[config.mk]
export PLATFORM = sky130hd
export DESIGN_NAME = fft_input_framer
export DESIGN_NICKNAME = d
export VERILOG_FILES = /design/src/rtl/fft_input_framer.sv
export SDC_FILE = /design/constraint.sdc
export NUM_CORES = 2
export LEC_CHECK = 0
export BUFFER_PORTS_ARGS = -buffer_cell sky130_fd_sc_hd__buf_2
export CORE_MARGIN = 1.5
export CORE_UTILIZATION = 55
export CTS_CLUSTER_DIAMETER = 150
export DETAILED_ROUTE_END_ITERATION = 10
export PLACE_DENSITY = 0.7
export SLEW_MARGIN = 40
export SYNTH_ARGS = -nofsm -noshare
export SYNTH_HDL_FRONTEND = slang
export SYNTH_SLANG_ARGS = --single-unit
[constraint.sdc]
create_clock -name Clk -period 5.25 [get_ports Clk]
set_input_delay 1.05 -clock Clk [delete_from_list [all_inputs] [get_ports Clk]]
set_output_delay 1.05 -clock Clk [all_outputs]
set_load 0.1 [all_outputs]
[src/rtl/fft_input_framer.sv]
// Ping-pong framer that collects a stream of I/Q samples into fixed-length frames
// and replays each full frame back-to-back with FFT control sideband.
package fft_pkg;
    localparam int FFT_INDEX_W = 6;
    localparam int FFT_TAG_W   = 8;

    typedef struct packed {
        logic                   valid;
        logic                   last;
        logic                   reverse;
        logic [FFT_INDEX_W-1:0] data_index;
        logic [FFT_TAG_W-1:0]   tag;
    } fft_control_t;
endpackage

module fft_input_framer
    import fft_pkg::*;
#(
    parameter int NUM_POINTS  = 32,
    parameter int INDEX_WIDTH = $clog2(NUM_POINTS),
    parameter int DATA_WIDTH  = 16,
    parameter int TAG_WIDTH   = 8
) (
    input  logic                         Clk,
    input  logic                         Rst,
    input  logic                         Input_valid,
    input  logic signed [DATA_WIDTH-1:0] Input_i,
    input  logic signed [DATA_WIDTH-1:0] Input_q,
    input  logic                         Frame_sync,
    input  logic                         Reverse,
    output fft_control_t                 Output_control,
    output logic signed [DATA_WIDTH-1:0] Output_i,
    output logic signed [DATA_WIDTH-1:0] Output_q,
    output logic                         Status_discard
);

    localparam logic [INDEX_WIDTH-1:0] LAST_IDX = INDEX_WIDTH'(NUM_POINTS - 1);

    typedef enum logic {S_IDLE, S_READ} state_t;

    // Write side
    logic [INDEX_WIDTH-1:0] write_count_q, write_count_d;
    logic                   wr_bank_q, wr_bank_d;
    logic [1:0]             full_q, full_d;
    logic [1:0]             rev_q, rev_d;
    logic                   discard_q, discard_d;
    logic [INDEX_WIDTH-1:0] wr_index;
    logic                   frame_done;

    // Read side
    state_t                 state_q, state_d;
    logic [INDEX_WIDTH-1:0] read_count_q, read_count_d;
    logic                   rd_bank_q, rd_bank_d;
    logic                   read_last;
    logic                   issue;
    logic                   release_bank;
    logic [TAG_WIDTH-1:0]   tag_q, tag_d;
    fft_control_t           ctrl_q, ctrl_d;

    logic [2*DATA_WIDTH-1:0] sample_mem [2*NUM_POINTS];
    logic [2*DATA_WIDTH-1:0] rd_data_q;

    // A sync on a partially filled frame restarts the same bank at index 0.
    always_comb begin
        // NOTE: every combinational output gets a default first so no path leaves it unassigned (no latch).
        write_count_d = write_count_q;
        wr_bank_d     = wr_bank_q;
        rev_d         = rev_q;
        discard_d     = 1'b0;
        wr_index      = Frame_sync ? '0 : write_count_q;
        frame_done    = 1'b0;
        if (Input_valid) begin
            discard_d = Frame_sync && (write_count_q != '0);
            if (wr_index == '0) begin
                rev_d[wr_bank_q] = Reverse;
            end
            if (wr_index == LAST_IDX) begin
                frame_done    = 1'b1;
                write_count_d = '0;
                wr_bank_d     = ~wr_bank_q;
            end else begin
                write_count_d = wr_index + 1'b1;
            end
        end
    end

    always_comb begin
        full_d = full_q;
        if (release_bank) begin
            full_d[rd_bank_q] = 1'b0;
        end
        if (frame_done) begin
            full_d[wr_bank_q] = 1'b1;
        end
    end

    always_ff @(posedge Clk) begin
        // NOTE: sequential state uses non-blocking assignments so every register samples pre-edge values.
        if (Rst) begin
            write_count_q <= '0;
            wr_bank_q     <= 1'b0;
            full_q        <= '0;
            rev_q         <= '0;
            discard_q     <= 1'b0;
        end else begin
            write_count_q <= write_count_d;
            wr_bank_q     <= wr_bank_d;
            full_q        <= full_d;
            rev_q         <= rev_d;
            discard_q     <= discard_d;
        end
    end

    // NOTE: the sample store has no reset; its contents are only read after a bank is marked full.
    always_ff @(posedge Clk) begin
        if (Input_valid && !Rst) begin
            sample_mem[{wr_bank_q, wr_index}] <= {Input_i, Input_q};
        end
        rd_data_q <= sample_mem[{rd_bank_q, read_count_q}];
    end

    // Read FSM: state register
    always_ff @(posedge Clk) begin
        if (Rst) begin
            state_q <= S_IDLE;
        end else begin
            state_q <= state_d;
        end
    end

    // Read FSM: next state. Chaining straight into the other bank keeps bursts gap-free.
    assign read_last = (read_count_q == LAST_IDX);

    always_comb begin
        state_d = state_q;
        case (state_q)
            S_IDLE: if (full_q[rd_bank_q]) state_d = S_READ;
            S_READ: if (read_last && !full_q[~rd_bank_q]) state_d = S_IDLE;
            default: state_d = S_IDLE;
        endcase
    end

    // Read FSM: outputs
    always_comb begin
        issue        = (state_q == S_READ);
        release_bank = issue && read_last;
        read_count_d = '0;
        if (issue && !read_last) begin
            read_count_d = read_count_q + 1'b1;
        end
        rd_bank_d = release_bank ? ~rd_bank_q : rd_bank_q;
    end

    always_ff @(posedge Clk) begin
        if (Rst) begin
            read_count_q <= '0;
            rd_bank_q    <= 1'b0;
        end else begin
            read_count_q <= read_count_d;
            rd_bank_q    <= rd_bank_d;
        end
    end

    // Control is registered alongside the memory read so both line up with the data.
    always_comb begin
        ctrl_d            = '0;
        ctrl_d.valid      = issue;
        ctrl_d.last       = issue && read_last;
        ctrl_d.reverse    = rev_q[rd_bank_q];
        ctrl_d.data_index = FFT_INDEX_W'(read_count_q);
        ctrl_d.tag        = FFT_TAG_W'(tag_q);
        tag_d             = release_bank ? tag_q + 1'b1 : tag_q;
    end

    always_ff @(posedge Clk) begin
        if (Rst) begin
            ctrl_q <= '0;
            tag_q  <= '0;
        end else begin
            ctrl_q <= ctrl_d;
            tag_q  <= tag_d;
        end
    end

    assign Output_control = ctrl_q;
    assign Output_i       = rd_data_q[2*DATA_WIDTH-1:DATA_WIDTH];
    assign Output_q       = rd_data_q[DATA_WIDTH-1:0];
    assign Status_discard = discard_q;

endmodule

* Word-level counts from Yosys, hierarchy flattened
Memories as Yosys holds them, arrays and structs flattened. A register that Yosys moved wholly into a read port is not among the register bits. Cells that the tools add are included.
Word-level totals: bits in registers 43, bits in writable memories 2048, output and inout bits 50, logic and storage cells 72, memories kept 1
Memories:
- sample_mem | words 64, width 32, read ports 1, clocked after memory_dff 1, wr ports 1, line 60 | logic [2*DATA_WIDTH-1:0] sample_mem [2*NUM_POINTS];
Cells by class: add/sub/neg operators 3, magnitude comparators 5, eq/ne operators 2, mux-type cells 22, bitwise logic cells 8, reduce and logical (&&, ||, !) cells 16
Operator list (count):
- 1-bit 2-to-1 mux | 14
- 5-bit by 1-bit adder with 5-bit output (second input constant) | 2
- 5-bit equality test (second input constant) | 2
- 5-bit 2-to-1 mux | 2
- 8-bit by 1-bit adder with 8-bit output (second input constant) | 1
- 1-bit logical AND | 7
- 1-bit by 2-bit < comparator with 1-bit output (second input constant) | 3
- 5-bit zero test | 1
- 1-bit inverter | 5
- 5-bit nonzero test | 1
- 2-bit 2-to-1 mux | 2
- 2-bit AND reduction | 2
- 2-bit OR reduction | 2
- 1-bit zero test | 3
- 2-bit bitwise AND | 1
- 2-bit bitwise mux | 1
- 1-bit demux with 1-bit select | 2
- 1-bit >= comparator (second input constant) | 2
- 2-bit inverter | 1
- 2-bit bitwise OR | 1
- 1-bit case mux with 2 select lines | 1

* Depth between registers and ports, before layout
word-level depth 9, gate-level depth with buffers 13, mapped depth without buffers 8

* Least setup slack after synthesis
OpenSTA, ideal clock, no wires.
kind input to register, start point input port Frame_sync, end point memory sample_mem[10][0] in the netlist's numbering, enable pin, library setup time 421 ps, data arrival time 3270 ps, path slack 1559 ps, cell stages on the path 5, cell sequence clkbuf_1 > nand2b_1 > or3_1 > clkbuf_1 > nor2_1
Between the ends: cells in the longest elaborated chain, start to end 1
RTL lines:
- from (decl) | line 29 | input logic Frame_sync,
- 5-bit 2-to-1 mux | line 70 | wr_index = Frame_sync ? '0 : write_count_q;
- to (decl) | line 60
No other way between the ends.

==> impl_metrics.yaml <==
power_and_ir_drop:
  p_int_mw: 26.9
  leakagePower_nw: 28.2
  switching_share_pct: 20.2
  comb_power_share_pct: 1.7
  powerDensity_nw_per_um2: 365
  sequentialPowerShare_pct: 55.2
  netSwitchingPower_mw: 6.80
  pwr-share-clk_pct: 43.1
  total_power_mw: 33.7
  peakVddDrop_v: 0.000432
clock_tree:
  clock-root-buffer: "clkbuf_16"
  cts_resized: 0
  post_cts_buffers: 0
  clock_sinks: 2122
  cts_tree: "built"
  clock_path_buffers: 3
  clk_latency_ns: 0.84
  ctsHoldBuffers: 0
  htreeDepth: 4
  clk_pin_slew_worst_paths_ns: 0.06
  numCtsBuffers: 207
finish:
  area_growth_pct: 14.3
  layout-drive-gt1-share_pct: 26.2
  fin_nets: 4181
  fin_cells: 6232
worst_setup_path:
  cp.required_ns: 5.96
  crit_fanout: 28
  worst_setup_path_start_kind: "register"
  arrival_ns: 4.50
  path_class: "reg2reg"
  cp-end-kind: "register"
synthesis:
  synth_top_area_cell: "edfxtp_1"
  post_synth.cell_area_avg_um2: 21.1
  ys_async_sr_fraction_pct: 0
  synth.most_common_cell: "edfxtp_1"
  syn_nets: 3880
  synth.area.top_cells: "edfxtp_1 (76%), mux4_2 (11%), mux2i_1 (3.9%), dfxtp_1 (1.8%), nor2_1 (0.71%)"
  synthFlopType: "edfxtp_1"
  synth_warnings: 0
  synth_area_um2: 80900
  synth_edf_count: 2048
  yosys-top-cells-count: "edfxtp_1 (2,048), mux4_2 (383), mux2i_1 (314)"
  yosysTopAreaCellShare_pct: 76.1
  yosysSeqAreaShare_pct: 77.9
  synth-seq-cells: 2122
  synth_cell_types: 63
  synthCells: 3838
routing:
  viasPerCell: 6.66
  wl_met2_um: 105000
  num_vias: 41500
  wl_met3_um: 23000
  drt_iter0_markers: 6116
  remaining_drc_errors: 0
  highest_layer: "met5"
  post_drt_wl_per_cell_um: 35.7
  drtPass1Iterations: 6
  met1_length_um: 81800
  wirelength_um: 222000
  ant_nets: 0
timing:
  tightest_slew_ns: 0.972
  fin_crit_sh_pct: 72.3
  finalSetupTns_ns: 0
  setup_violations: 0
  hold_viol: 0
  finalMaxSlewViolations: 0
  rsz0062_at_grt: "false"
  layout_min_cycle_time_ns: 3.80
  slew_headroom_pct: 33.5
  fin_skew_ns: 0.0403
  fmax_mhz: 263
place:
  dp_hpwl_um: 137000
  dpl.cell_count: 5843
  port_buffers: 85
  gp_congestion: 0.915
grt:
  antenna_found_initial: 12
  overflow: 0
  grt_pass1_wl_um: 311000
  track_usage_pct: 29.9
  grt_max_degree: 69
  grt_pass1_vias: 40600
worst_hold_path:
  hp-class: "in2reg"
floorplanning:
  rows: 140
  start_util_pct: 55.5
  core_area_um2: 146000
  die_width_um: 386
  io_pins: 87
  floorplan.die.height_um: 386
  die_area_um2: 149000
run_status:
  status: "complete, no violations"
flow_run:
  cap_violations: 0
[layout make-up]
cell class              count  area [µm²]
fillers                  9618       53300
clock inverters           126        1130
flip-flops and latches   2122       63000
diodes                      5        12.5
inverters                   6        23.8
well taps                1917        2400
multi-input cells        1485       17200
clock buffers             254        5510
repair buffers            317        3140
[worst paths after layout]
path              depth (start not counted)                end            start  slack (ns)
hold reg to reg                           1  Output_control[7]         tag_q[7]        0.48
hold / removal                            3           rev_q[0]          Reverse        0.47
setup / recovery                          9      rd_data_q[11]  read_count_q[1]        1.45
setup reg to reg                          9      rd_data_q[11]  read_count_q[1]        1.45
[power groups by stage]
stage               clock, mW  combinational, mW  sequential, mW
finish                   14.5              0.571            18.6
global route             15.3              0.586            18.6
CTS                      14.7              0.560            18.6
detailed placement          0              0.561            19.0
global placement            0              0.533            19.0
floorplan                   0             0.0567            19.0
[per-layer routing]
layer	GRT usage, %	up-vias
met4	15.1	8
li1	-	16600
met3	5.79	443
met5	0	-
met2	46.2	2673
met1	41.1	21800
[per-stage QoR]
step                      cell area (µm²)  hold WS (ns)  worst slack (ns)  utilization, %
after floorplan                     80900         0.447              1.56               -
after global placement              84700         0.459              1.21            58.2
after detailed placement            85700         0.471              1.30            58.8
after CTS                           92300         0.424              1.47            63.3
after global routing                92400         0.476              1.55            63.4
final                               92400         0.472              1.45            63.4
[sequential cells by signal, indices dropped and copies added, names as in the netlist]
register and count:
rd_data_q 32, issue 1, sample_mem 2048, rev_q 2, wr_bank_q 1, tag_q 8, read_count_q 5, Output_control 16
rd_bank_q 1, full_q 2, write_count_q 5, Status_discard 1
[kinds of logic after synthesis]
| group | count (synthesis) | synth area share, % |
|---|---|---|
| compound gates | 410 | 3.70 |
| xor+xnor | 8 | 0.0866 |
| fa+ha+maj | 5 | 0.0774 |
| buf+inv | 231 | 1.61 |
| flops | 2122 | 77.9 |
| mux | 710 | 14.7 |
| other cells | 1 | 0.00464 |
| simple gates | 351 | 1.91 |
[placed cells by master (no fill, tap or decap), drive strengths merged, types with 29 or more instances in the layout]
master,n
edfxtp,2048
mux4,383
buf,317
mux2i,314
clkbuf,254
nor2,153
nand2,111
clkinv,91
dfxtp,74
a21oi,73
o221ai,55
o21ai,47
a221oi,39
a211oi,29
[critical path: stages (launching register included)]
cell,delay [ns]
dfxtp_4,0.63
buf_12,0.28
buf_4,0.46
buf_4,0.48
mux4_2,0.43
mux2i_1,0.18
nor2_1,0.06
a2111oi_0,0.71
buf_4,0.28
o32ai_1,0.10
(Power assumes the default switching activity.)
